[src/rtl/lsu_pkg.sv]
// Shared size encodings, FSM states and size helpers for the load/store unit.
package lsu_pkg;

    typedef enum logic [1:0] {
        SZ_B = 2'b00,
        SZ_H = 2'b01,
        SZ_W = 2'b10,
        SZ_D = 2'b11
    } size_e;

    typedef enum logic [2:0] {
        ST_IDLE,
        ST_RD,
        ST_RD_WAIT,
        ST_WR,
        ST_RESP
    } state_e;

    function automatic logic [3:0] size_bytes(input size_e sz);
        case (sz)
            SZ_B:    return 4'd1;
            SZ_H:    return 4'd2;
            SZ_W:    return 4'd4;
            default: return 4'd8;
        endcase
    endfunction

    // Byte-lane data mask of an access of this size, right-justified.
    function automatic logic [63:0] size_mask(input size_e sz);
        case (sz)
            SZ_B:    return 64'h0000_0000_0000_00FF;
            SZ_H:    return 64'h0000_0000_0000_FFFF;
            SZ_W:    return 64'h0000_0000_FFFF_FFFF;
            default: return 64'hFFFF_FFFF_FFFF_FFFF;
        endcase
    endfunction

endpackage

[src/rtl/lsu_lane_align.sv]
// Lane steering: load extract + sign/zero extend, and store byte-merge into a doubleword.
// Latency: combinational.
// Backpressure: none, pure datapath.
module lsu_lane_align
    import lsu_pkg::*;
(
    input  logic [2:0]  lane,
    input  size_e       size,
    input  logic        is_signed,
    input  logic [63:0] mem_dat,
    input  logic [63:0] st_dat,
    output logic [63:0] ld_dat,
    output logic [63:0] merged_dat
);

    logic [5:0]  shamt;
    logic [63:0] shifted;
    logic [63:0] mask;

    always_comb begin
        shamt      = {lane, 3'b000};
        shifted    = mem_dat >> shamt;
        mask       = size_mask(size) << shamt;
        merged_dat = (mem_dat & ~mask) | ((st_dat << shamt) & mask);
        case (size)
            SZ_B:    ld_dat = {{56{is_signed & shifted[7]}},  shifted[7:0]};
            SZ_H:    ld_dat = {{48{is_signed & shifted[15]}}, shifted[15:0]};
            SZ_W:    ld_dat = {{32{is_signed & shifted[31]}}, shifted[31:0]};
            default: ld_dat = shifted;
        endcase
    end

endmodule

[src/rtl/load_store_unit.sv]
// Single-outstanding load/store initiator to a doubleword synchronous data memory (LSU_ALIGN_CHECK_EN enables misalignment faults).
// Latency accept->resp: fault 1, doubleword store 2, load 3, sub-word store 4 cycles.
// Backpressure: req_ready only in IDLE; requester holds req_valid until accepted.
module load_store_unit
    import lsu_pkg::*;
#(
    parameter logic [63:0] MEM_LIMIT = 64'h4000,
    parameter int          DATA_W    = 64
) (
    input  logic              clk,
    input  logic              rst_n,
    input  logic              req_valid,
    output logic              req_ready,
    input  logic              req_write,
    input  logic [1:0]        req_size,
    input  logic              req_signed,
    input  logic [63:0]       req_addr,
    input  logic [DATA_W-1:0] req_wdata,
    output logic              resp_valid,
    output logic [DATA_W-1:0] resp_rdata,
    output logic              resp_fault,
    output logic [63:0]       mem_address,
    output logic [DATA_W-1:0] mem_write_data,
    output logic              mem_read,
    output logic              mem_write,
    input  logic [DATA_W-1:0] mem_data
);

    state_e      state, state_nxt;
    logic        wr_q, signed_q, fault_q;
    size_e       size_q, size_in;
    logic [2:0]  lane_q;
    logic [63:0] eff_addr, align_mask;
    logic        bad;
    logic        accept;
    logic [63:0] ld_dat, merged_dat;

    always_comb begin
        size_in    = size_e'(req_size);
        align_mask = {60'd0, size_bytes(size_in) - 4'd1};
`ifdef LSU_ALIGN_CHECK_EN
        eff_addr   = req_addr;
        bad        = (req_addr >= MEM_LIMIT) || ((req_addr & align_mask) != 64'd0);
`else
        // Misaligned addresses are rounded down so no access straddles a doubleword.
        eff_addr   = req_addr & ~align_mask;
        bad        = (req_addr >= MEM_LIMIT);
`endif
    end

    assign accept = req_valid && (state == ST_IDLE);

    always_comb begin
        state_nxt  = state;
        req_ready  = 1'b0;
        mem_read   = 1'b0;
        mem_write  = 1'b0;
        resp_valid = 1'b0;
        case (state)
            ST_IDLE: begin
                req_ready = 1'b1;
                if (req_valid) begin
                    if (bad)                               state_nxt = ST_RESP;
                    else if (req_write && size_in == SZ_D) state_nxt = ST_WR;
                    else                                   state_nxt = ST_RD;
                end
            end
            ST_RD: begin
                mem_read  = 1'b1;
                state_nxt = ST_RD_WAIT;
            end
            ST_RD_WAIT: state_nxt = wr_q ? ST_WR : ST_RESP;
            ST_WR: begin
                mem_write = 1'b1;
                state_nxt = ST_RESP;
            end
            ST_RESP: begin
                resp_valid = 1'b1;
                state_nxt  = ST_IDLE;
            end
            default: state_nxt = ST_IDLE;
        endcase
    end

    assign resp_fault = resp_valid & fault_q;

    lsu_lane_align u_lane_align (
        .lane       (lane_q),
        .size       (size_q),
        .is_signed  (signed_q),
        .mem_dat    (mem_data),
        .st_dat     (mem_write_data),
        .ld_dat     (ld_dat),
        .merged_dat (merged_dat)
    );

    // mem_write_data holds the raw store data until the read-back merges into it.
    always_ff @(posedge clk or negedge rst_n) begin
        if (!rst_n) begin
            state          <= ST_IDLE;
            wr_q           <= 1'b0;
            signed_q       <= 1'b0;
            fault_q        <= 1'b0;
            size_q         <= SZ_B;
            lane_q         <= 3'd0;
            mem_address    <= 64'd0;
            mem_write_data <= '0;
            resp_rdata     <= '0;
        end else begin
            state <= state_nxt;
            if (accept) begin
                wr_q           <= req_write;
                signed_q       <= req_signed;
                fault_q        <= bad;
                size_q         <= size_in;
                lane_q         <= eff_addr[2:0];
                mem_address    <= {eff_addr[63:3], 3'b000};
                mem_write_data <= req_wdata;
            end
            if (state == ST_RD_WAIT) begin
                if (wr_q) mem_write_data <= merged_dat;
                else      resp_rdata     <= ld_dat;
            end
        end
    end

endmodule
[config.mk]
export PLATFORM = sky130hd
export DESIGN_NAME = load_store_unit
export DESIGN_NICKNAME = d
export VERILOG_FILES = /design/src/rtl/lsu_pkg.sv /design/src/rtl/lsu_lane_align.sv /design/src/rtl/load_store_unit.sv
export SDC_FILE = /design/constraint.sdc
export NUM_CORES = 1
export LEC_CHECK = 0
export CAP_MARGIN = 40
export CORE_MARGIN = 3
export CORE_UTILIZATION = 30
export CTS_BUF_LIST = sky130_fd_sc_hd__clkbuf_8 sky130_fd_sc_hd__clkbuf_16
export CTS_CLUSTER_SIZE = 24
export DETAILED_ROUTE_END_ITERATION = 10
export HOLD_SLACK_MARGIN = 0.02
export PLACE_DENSITY = 0.67
export SLEW_MARGIN = 30
export SYNTH_ARGS = -nofsm -noshare
export SYNTH_HDL_FRONTEND = slang
export SYNTH_SLANG_ARGS = --single-unit
[constraint.sdc]
create_clock -name clk -period 1.95 [get_ports clk]
set_input_delay 0.195 -clock clk [delete_from_list [all_inputs] [get_ports clk]]
set_output_delay 0.195 -clock clk [all_outputs]
set_load 0.02 [all_outputs]
==> reports/qor.yml <==
outcome:
  status: "complete, but fails checks"
  violations: "negative setup slack"
synthesis:
  yosysUniqueCellTypes: 59
  yosys.area.top_type_share_pct: 41.15
  synthCells: 1393
  synth-main-ff-cell: "dfrtp_1"
  yosys_register_bits: 200
  yosysWarnings: 0
  syn_area_sq_mm: 0.01216
  synth-edff-count: 0
  yosys.area.top_type: "dfrtp_1"
  synth.area.top_cells: "dfrtp_1 (41%), nand2_1 (12%), mux2_2 (5.8%)"
  avgSynthCellArea_sq_um: 8.731
  ys_seq_area_share_pct: 41.15
  ys_async_sr_fraction_pct: 100.0
route:
  wl_per_cell_um: 25.56
  drt_iter0_drc: 1758
  vias_per_cell: 5.641
  num_vias: 14232
  wl_um: 64500
  dr.pass1.iters: 5
  postRouteAntennaNets: 0
  drc_errors: 0
timing:
  period_needed_ps: 2216
  setup_ws_ps: -265.8
  rsz0062_at_grt: "true"
  max_freq_mhz: 451.3
  finalSetupViolations: 108
  max_slew.worst_pin.slew_ps: 621.6
  fin_skew_ps: 8.894
  period_share_pct: 113.6
  maxSlewViolCount: 0
  relSlewSlack_pct: 58.12
  setup-tns-final_ps: -14640
  hold_viol: 0
critical_path:
  path_cells: "buf_4 -> buf_12 -> mux2i_1 -> a211o_1 -> o211ai_1 -> buf_4 -> a31oi_4 -> buf_4 -> buf_12 -> a31oi_1"
  reg2reg_to: "resp_rdata[48]"
  crit_fanout: 17
  max_stage_delay_ps: 500
  crit_top_cell: "buf_4"
  rr_worst_depth: 10
  criticalPathCategory: "register to register"
  r2r_setup_slack_ps: -270
  worstPathArrival_ps: 2580
  r2r-start: "lane_q[1]"
  start_kind: "register"
  required_ps: 2310
  worstSetupEndpointType: "register"
  cp_slowest_cell: "dfrtp_4"
die:
  dieWidth_um: 207.3
  start_util_pct: 30.47
  die_h_um: 207.3
  io_pins: 396
  core_sq_mm: 0.03991
  fp.dieArea_sq_mm: 0.04299
  fp-row-count: 73
global_route:
  grt_antenna_before_repair: 0
  grtUsageMet2_pct: 43.73
  grt_overflow: 0
  grt_pass1_wl_um: 91610
  grt_max_degree: 62
  use_met1_pct: 37.26
  grt_pass1_vias: 13968
  grtUsageMet3_pct: 7.874
  grtUsageTotal_pct: 28.03
  grt.busiest_layer: "met2"
layout:
  area_growth_pct: 68.12
  final_layout_size_suffix_gt1_share_pct: 28.09
  finalNetCount: 2183
  final_cell_mix: "clkdlybuf4s50_1 (384), nand2_1 (372), buf_4 (230)"
  final_common_cell: "clkdlybuf4s50_1"
clock_tree:
  clk_latency_ps: 460
  htree_levels: 4
  cts_tree: "done"
  cts_made_buffers: 17
  cts_sinks: 200
  clockRootBuffer: "clkbuf_16"
  clkTransAtPathRegs_ps: 80
  clockBufferDepth: 2
power:
  power.density_mw_per_mm2: 1306
  ir_drop_mv: 0.7893
  p_comb_share_pct: 62.7
  pwr-share-clk_pct: 13.3
  p_int_w: 0.01490
  p_seq_share_pct: 23.9
  swShare_pct: 44.22
  p_switching_w: 0.01181
  power_leakage_nw: 8.615
placed_design:
  io_buffers: 392
  gp_congestion: 0.9861
  hpwl_um: 49220
  dp_slack_ps: -470.2
worst_hold_path:
  hp-class: "input port to async pin"
run:
  drv_cap: 0
-- worst max-delay path: cells and delay by family (launching register included) --
family | cells | cell delay, ps
mux | 1 | 120
compound gates | 4 | 720
flops | 1 | 500
buf+inv | 5 | 780
-- power groups by stage --
stage	clock (W)	sequential (W)	combinational, W
final	0.00356	0.00639	0.0168
after global routing	0.00379	0.00652	0.0175
after CTS	0.00362	0.00635	0.0149
after detailed placement	0	0.00641	0.0141
after global placement	0	0.00638	0.0141
after floorplan	0	0.00748	0.00588
-- cells by family after synthesis --
kind of cell	Yosys count	share of synthesized area [%]
other	1	0.03083
muxes	142	14.64
buffers and inverters	128	5.391
DFF	200	41.15
AOI/OAI and AO/OA	327	18.37
and+or+nand+nor	595	20.41
-- state kept, by name, summed over array words and instances (netlist names), named ones only --
name and count:
fault_q 1, lane_q 3, mem_address 61, mem_write_data 48
resp_rdata 64, signed_q 1, size_q 2, state 3
wr_q 1
-- cell type report --
cell class              instances  area, sq um
clock buffers                  19        452.9
repair buffers                692         6785
inverters                       5        28.78
well taps                     525        656.9
flip-flops and latches        200         5019
diodes                          1        2.502
multi-input cells            1068         7391
fillers                      3657        19470
clock inverters                13        110.1
-- metal layers --
metal / part of all wire (%) / up-vias
met5: 0 / -
met4: 4.0 / 0
met3: 11 / 175
met2: 45 / 946
met1: 41 / 6948
li1: - / 6163
-- repair_timing --
action                                  4_1_cts  5_1_grt
cloned                                        0        7
resized for setup                            92      149
hold buffers                                  1        0
hold endpoints to repair                     33        0
endpoints found under the setup margin      113      124
pin swaps                                    20       64
buffers inserted                             24       32
-- through the flow --
stage	hold slack [ps]	power (W)	util, %	instance area, sq um	instances
final	251.4	0.02670	51.22	20450	2523
after global routing	251.2	0.02782	51.22	20440	2522
after floorplan	-100.6	0.01336	-	12170	1395
after CTS	241.4	0.02488	48.38	19310	2484
after global placement	172.7	0.02045	45.66	18230	2433
after detailed placement	175.5	0.02054	45.66	18230	2433
-- worst max path at each step --
stage | startpoint | endpoint | slack (ps) | cells after the start
after CTS | lane_q[1] | resp_rdata[46] | -200 | 6
after floorplan | lane_q[1] | resp_rdata[33] | 40 | 6
final | lane_q[1] | resp_rdata[48] | -270 | 10
after detailed placement | mem_data[39] | resp_rdata[46] | -470 | 7
after global placement | mem_data[55] | resp_rdata[44] | -410 | 7
after global routing | lane_q[1] | resp_rdata[48] | -360 | 10
-- cells in the mapped netlist, types with 7 or more instances --
| cell type | count |
|---|---|
| clkbuf_1 | 48 |
| a21oi_1 | 56 |
| dfrtp_1 | 200 |
| nor4_1 | 13 |
| and3_1 | 17 |
| and3b_1 | 9 |
| mux2_2 | 63 |
| buf_6 | 7 |
| nor2_1 | 131 |
| o22ai_1 | 23 |
| buf_1 | 8 |
| buf_4 | 19 |
| o21ai_0 | 16 |
| o2bb2ai_1 | 8 |
| a22oi_1 | 40 |
| o211ai_1 | 7 |
| mux2i_1 | 56 |
| a31oi_1 | 81 |
| o32ai_1 | 9 |
| a222oi_1 | 9 |
| buf_2 | 41 |
| nor2b_1 | 18 |
| nand2_1 | 378 |
| mux4_2 | 22 |
| a211oi_1 | 41 |
(Power assumes the default switching activity.)
